`config.mk`:
```
export PLATFORM = sky130hd
export DESIGN_NAME = sig_unpack_seq
export DESIGN_NICKNAME = d
export VERILOG_FILES = /design/src/rtl/sig_unpack_seq.sv
export SDC_FILE = /design/constraint.sdc
export NUM_CORES = 1
export LEC_CHECK = 0
export ABC_AREA = 1
export CORE_UTILIZATION = 40
export DETAILED_ROUTE_END_ITERATION = 10
export PLACE_DENSITY = 0.69
export REMOVE_ABC_BUFFERS = 1
export SLEW_MARGIN = 10
export SYNTH_ARGS = -nofsm -noshare
export SYNTH_HDL_FRONTEND = slang
export SYNTH_SLANG_ARGS = --single-unit
```
`constraint.sdc`:
```
create_clock -name clk -period 6.95 [get_ports clk]
set_clock_uncertainty 0.1 [all_clocks]
set_input_delay 1.39 -clock clk [delete_from_list [all_inputs] [get_ports clk]]
set_output_delay 1.39 -clock clk [all_outputs]
set_load 0.005 [all_outputs]
```
`src/rtl/sig_unpack_seq.sv`:
```
`default_nettype none
// ============================================================================
// Module   : sig_unpack_seq
// Brief    : Sequential significand unpacker. It extracts the double or single
//            fraction, forms the hidden-bit significand and normalises
//            denormals STEP bits per cycle. Defining SIG_UNPACK_OVERLAP_EN
//            lets a new operand be accepted while the current result is
//            handed off.
// Revision : 1.0 - initial release
// ============================================================================
module sig_unpack_seq #(
    parameter int W    = 64,
    parameter int FW   = 52,
    parameter int SFW  = 23,
    parameter int SOFF = 32,
    parameter int STEP = 8,
    parameter int LZW  = $clog2(FW + 2)
) (
    input  logic            clk,
    input  logic            rst_n,
    input  logic            in_valid,
    output logic            in_ready,
    input  logic            db,
    input  logic [W-1:0]    x,
    input  logic            e_z,
    input  logic            normal,
    output logic            out_valid,
    input  logic            out_ready,
    output logic [FW:0]     f,
    output logic [LZW-1:0]  lz,
    output logic            fz,
    output logic [FW-1:0]   h
);

    localparam logic [1:0] c_IDLE = 2'd0;
    localparam logic [1:0] c_NORM = 2'd1;
    localparam logic [1:0] c_DONE = 2'd2;

    logic [1:0]     r_state;
    logic [1:0]     w_state_nxt;
    logic [1:0]     w_acc_state;
    logic [FW:0]    r_work;
    logic [LZW-1:0] r_lz;
    logic           r_fz;
    logic [FW-1:0]  r_h;

    logic           w_accept;
    logic [FW-1:0]  w_h_single;
    logic [FW-1:0]  w_h;
    logic [FW:0]    w_te;
    logic           w_fz;
    logic           w_te_zero;
    logic [LZW-1:0] w_k;
    logic           w_k_full;
    logic           w_unused_x;

    // Only the fraction fields of x are consumed; the rest is ignored.
    assign w_unused_x = ^x;

    generate
        if (FW > SFW) begin : g_single_pad
            assign w_h_single = {x[SOFF+SFW-1:SOFF], {(FW-SFW){1'b0}}};
        end else begin : g_single_nopad
            assign w_h_single = x[SOFF+SFW-1:SOFF];
        end
    endgenerate

    assign w_h       = db ? x[FW-1:0] : w_h_single;
    assign w_te      = {~e_z, w_h};
    assign w_fz      = (w_h == '0);
    assign w_te_zero = (w_te == '0);
    assign w_accept  = in_valid && in_ready;

    // Only a non-zero significand without the hidden bit needs shifting.
    assign w_acc_state = (normal && !w_te[FW] && !w_te_zero) ? c_NORM : c_DONE;

    // Leading zeros within the top STEP bits of the work register (0..STEP).
    always_comb begin
        w_k = LZW'(STEP);
        for (int i = 0; i < STEP; i++) begin
            if (r_work[FW-STEP+1+i]) begin
                w_k = LZW'(STEP - 1 - i);
            end
        end
    end

    assign w_k_full = (w_k == LZW'(STEP));

    always_ff @(posedge clk or negedge rst_n) begin
        if (!rst_n) begin
            r_state <= c_IDLE;
        end else begin
            r_state <= w_state_nxt;
        end
    end

    always_comb begin
        w_state_nxt = r_state;
        case (r_state)
            c_IDLE: begin
                if (w_accept) begin
                    w_state_nxt = w_acc_state;
                end
            end
            c_NORM: begin
                if (!w_k_full) begin
                    w_state_nxt = c_DONE;
                end
            end
            c_DONE: begin
                if (out_ready) begin
                    w_state_nxt = w_accept ? w_acc_state : c_IDLE;
                end
            end
            default: w_state_nxt = c_IDLE;
        endcase
    end

    always_comb begin
        in_ready  = 1'b0;
        out_valid = 1'b0;
        case (r_state)
            c_IDLE: in_ready = 1'b1;
            c_DONE: begin
                out_valid = 1'b1;
`ifdef SIG_UNPACK_OVERLAP_EN
                in_ready  = out_ready;
`else
                in_ready  = 1'b0;
`endif
            end
            default: begin
                in_ready  = 1'b0;
                out_valid = 1'b0;
            end
        endcase
    end

    always_ff @(posedge clk or negedge rst_n) begin
        if (!rst_n) begin
            r_work <= '0;
            r_lz   <= '0;
            r_fz   <= 1'b0;
            r_h    <= '0;
        end else if (w_accept) begin
            r_h  <= w_h;
            r_fz <= w_fz;
            if (normal && w_te_zero) begin
                r_work <= '0;
                r_lz   <= LZW'(FW + 1);
            end else begin
                r_work <= w_te;
                r_lz   <= '0;
            end
        end else if (r_state == c_NORM) begin
            r_work <= r_work << w_k;
            r_lz   <= r_lz + w_k;
        end
    end

    assign f  = r_work;
    assign lz = r_lz;
    assign fz = r_fz;
    assign h  = r_h;

endmodule
`default_nettype wire

```
# After elaboration in Yosys (flattened, before gate mapping)
# Cells that the tools add are included.
# W data, S select, Z words.
# word_totals
ff_bits	114
in_bits	71
word_cells	47
# op_classes
add_sub_neg	1
eq_ne	6
n_shift	1
muxes	23
bitwise_logic	1
reduce_logical	10
# op_table
cell	n
$mux W53	3
$logic_not A53 Y1	1
$shl A53 B6 Y53	1
$logic_not A52 Y1	1
$mux W52	1
$mux W6	7
$mux W4	4
$mux W2	5
$add A6 B6 Y6	1
$eq A6 B4 Y1 const B	1
$ne A2 B2 Y1 const B	3
$pmux W2 S3	1
$logic_and A1 B1 Y1	4
$reduce_and A3 Y1	1
$eq A2 B1 Y1 const B	1
$eq A2 B2 Y1 const B	1
$logic_not A2 Y1	1
$mux W1	2
$reduce_bool A2 Y1	1
$logic_not A1 Y1	1
$not A1 Y1	1

# Depth between registers and ports, before layout
# depth
depth_word	11
depth_mapped	18
depth_no_buf	17

# Worst setup path after synthesis
# OpenSTA, ideal clock, no wires.
# synth_path
path_type	input to register
startpoint	input port db
endpoint	register r_lz[4], in the netlist lz[4]
setup_time_ns	0.087
arrival_time_ns	2.474
required_time_ns	6.763
setup_slack_ns	4.289
cell_stages	9
n_path_buf	1
path_cell_list	buf_6 > or2_1 > o21ai_0 > nand4_1 > nor2_1 > nand3_1 > nor2_2 > nand3_2 > a22oi_1
# synth_between
elab_chain_cells	5
# synth_rtl
item	line_no	source
start: declaration	23	input logic db,
$mux W52	68	assign w_h = db ? x[FW-1:0] : w_h_single;
$logic_not A53 Y1	71	assign w_te_zero = (w_te == '0);
$logic_and A1 B1 Y1	148	if (normal && w_te_zero) begin
$mux W6	148	
$mux W6	145	end else if (w_accept) begin
end signal: assignment	150	r_lz <= LZW'(FW + 1);
end signal: assignment	157	r_lz <= r_lz + w_k;
end: declaration	43	logic [LZW-1:0] r_lz;
# Every way passes these cells.
# A chain may end at the register's enable or synchronous reset.

# Worst setup path in the final report
# layout_path
startpoint	register r_work[52], in the netlist f[52]
endpoint	register r_lz[5], in the netlist lz[5]
# layout_between
elab_chain_cells	4
# layout_rtl
item	line_no	source
start: declaration	42	logic [FW:0] r_work;
start signal: assignment	152	r_work <= w_te;
start signal: assignment	156	r_work <= r_work << w_k;
$mux W6	81	if (r_work[FW-STEP+1+i]) begin
$add A6 B6 Y6	157	
$mux W6	155	end else if (r_state == c_NORM) begin
$mux W6	145	
# Every way passes these cells. The select of a mux whose other input is x is not followed.

==> run_results.csv <==
group,metric,value,unit
layout,drive_above_1_share,0.0513,
layout,nFillCells,2069,
logic_synthesis,synth_top_area_frac,0.344,
global_route,antenna_found_initial,0,
layout,multiInputGateArea,4520,um2
floorplanning,num_rows,52,
layout,num_antenna_cells,0,
clock_network,cts.sinks,114,
logic_synthesis,ys_warn_count,0,
sta,slew_viol_final,0,
floorplanning,dieWidth,146,um
sta,relSlewSlack,0.366,
placement,hpwl,21200,um
placement,dpl_worst_slack,2.72,ns
power,power_switching,2.44,mW
floorplanning,dieArea,21300,um2
logic_synthesis,syn_area_per_cell,6.29,um2
status,status,"completed",
clock_network,post_cts_buffers,0,
floorplanning,initial_core_util,0.408,
power,finalPower,5.23,mW
global_route,grt_usage,0.293,
detailed_routing,via_count,9507,
sta,tightest_slew,0.940,ns
clock_network,cts_buffers,17,
power,switching_share,0.467,
layout,fin_cells,1733,
critical_path,max_stage_delay,0.86,ns
sta,min_period,4.22,ns
logic_synthesis,yosysTopAreaCell,"dfrtp_1",
power,clockPowerShare,0.169,
power,intPower,2.79,mW
clock_network,cts.clk_slew.worst_paths,0.06,ns
critical_path,critPathRequiredTime,7.20,ns
sta,setup_slack,2.73,ns
critical_path,critPathLaunchType,"register",
sta,hold_viol_final,0,
layout,final_common_cell,"nand2_1",
clock_network,cts_resized,0,
layout,syn_to_final_growth,28.9,%
critical_path,slowest_stage,"inv_2",
logic_synthesis,synth_seq_cells,114,
power,power.static_leakage,5.51,nW
placement,finalWeightedCongestion,0.948,
floorplanning,ios,185,
global_route,overflow,0,
global_route,grt_pass1_vias,8909,
layout,final_nets,1526,
power,vdd_ir_drop_max,0.204,mV
power,power_density,490,nW/um2
clock_network,htreeDepth,4,
detailed_routing,drc,0,
sta,whs,0.379,ns
clock_network,root_buffer,"clkbuf_16",
detailed_routing,routed_wl,30800,um
min_path,worstHoldPathType,"register to register",
logic_synthesis,synth.yosys.seq_area_share,0.344,
global_route,grt_pass1_wl,48600,um
power,combPwrFrac,0.602,
clock_network,postCtsHoldBufs,0,
clock_network,ctsLongestPathBuffers,2,
job,drv_cap,0,
sta,period_share,0.608,
critical_path,cp_cell_sequence,"inv_2, nand4_4, inv_2, nand2_2, inv_2, ha_1, a21oi_1, nand2_1, nand2_1, a21oi_1, a21oi_1, o21ai_0, nand2_1, inv_1, a2bb2oi_1",
detailed_routing,ant_nets,0,
critical_path,worst_setup_path_end_kind,"register",
critical_path,cp.arrival,4.47,ns
power,power_frac_seq,0.229,
detailed_routing,drt_first_iter_violations,1212,
floorplanning,die_h,146,um
critical_path,path_class,"register to register",
sta,clock.fmax,0.237,GHz
sta,grt_setup_unrepaired,"no",
logic_synthesis,synthCells,1319,
logic_synthesis,synthTopCellsByArea,"dfrtp_1 34%, nand2_1 19%, nand3_1 17%",
detailed_routing,first_pass_iters,7,
logic_synthesis,syn_area,8290,um2
layout,seqCellArea,2850,um2
clock_network,worstSkewPairLatency,0.43,ns
detailed_routing,wl_per_cell,17.8,um
detailed_routing,vias_per_cell,5.49,
clock_network,cts_tree,"yes",
floorplanning,core,20300,um2
placement,placed_cells,1701,
layout,final_cell_mix,"421 x nand2_1, 284 x nand3_1, 173 x clkdlybuf4s50_1",
critical_path,cp_max_fo,38,
sta,setup_violations,0,
global_route,grt_start_max_net_pins,71,
logic_synthesis,synth_cell_types,43,
placement,io_buffers,175,
cell usage after synthesis, drive strengths merged:
cell type	count
a21boi	16
a21oi	25
a22oi	2
a2bb2oi	2
a31oi	1
a32o	1
and2	2
buf	53
clkbuf	23
dfrtp	114
fa	1
ha	4
inv	148
mux2i	3
nand2	428
nand3	286
nand3b	1
nand4	19
nor2	100
nor3	2
nor4	1
o211a	1
o21a	5
o21ai	70
o22ai	2
o31a	1
o31ai	1
or2	7
final timing paths:
path	end	startpoint	slack, ns	cells past startpoint
setup / recovery	lz[5]	f[52]	2.73	15
hold / removal	h[32]	h[32]	0.38	2
setup reg to reg	lz[5]	f[52]	2.73	15
hold reg to reg	h[32]	h[32]	0.38	2
max in group asynchronous	h[2]	rst_n	4.56	2
min in group asynchronous	h[42]	rst_n	1.00	1
critical path, delay by kind of cell, from the launching register on:
family | cells | cell delay (ns)
buffers and inverters | 4 | 1.40
and+or+nand+nor | 5 | 1.07
AOI/OAI and AO/OA | 5 | 0.68
DFF | 1 | 0.46
adders and majority gates | 1 | 0.41
power by group through the flow:
stage | clock network (mW) | logic [mW] | registers [mW]
after floorplan | 0 | 1.81 | 1.18
after global placement | 0 | 3.06 | 1.19
after detailed placement | 0 | 3.09 | 1.20
after CTS | 0.885 | 3.12 | 1.19
after global routing | 0.914 | 3.49 | 1.23
final | 0.884 | 3.15 | 1.20
stage by stage:
step / utilization / instance area [um2] / TNS [ns]
after floorplan: - / 7910 / -0.118
after global placement: 0.498 / 10100 / 0
after detailed placement: 0.498 / 10100 / 0
after CTS: 0.526 / 10700 / 0
after global routing: 0.526 / 10700 / 0
final: 0.526 / 10700 / 0
layer usage:
metal	global-route usage	vias up	wire length [um]
met3	0.0752	86	3290
met1	0.391	4349	13000
met5	0	-	0
met2	0.455	559	13500
met4	0.111	0	934
li1	-	4513	-
final cells by class:
| type | instances | area share |
|---|---|---|
| multi-input cells | 981 | 0.423 |
| flip-flops and latches | 114 | 0.267 |
| repair buffers | 188 | 0.172 |
| inverters | 148 | 0.0520 |
| clock buffers | 19 | 0.0415 |
| well taps | 270 | 0.0316 |
| clock inverters | 13 | 0.0129 |
state kept, by name, indices dropped and copies added (netlist names):
name	count
fz	1
f	53
lz	6
h	52
r_state	2
cell families (layout without fill, tap and decap cells):
| kind of cell | Yosys count | after routing | synth area share |
|---|---|---|---|
| buffers and inverters | 224 | 368 | 0.113 |
| adders and majority gates | 5 | 5 | 0.00845 |
| muxes | 3 | 3 | 0.00362 |
| DFF | 114 | 114 | 0.344 |
| and+or+nand+nor | 846 | 846 | 0.444 |
| AOI/OAI and AO/OA | 127 | 127 | 0.0869 |
Note: power is estimated with default switching activity, not from simulation.
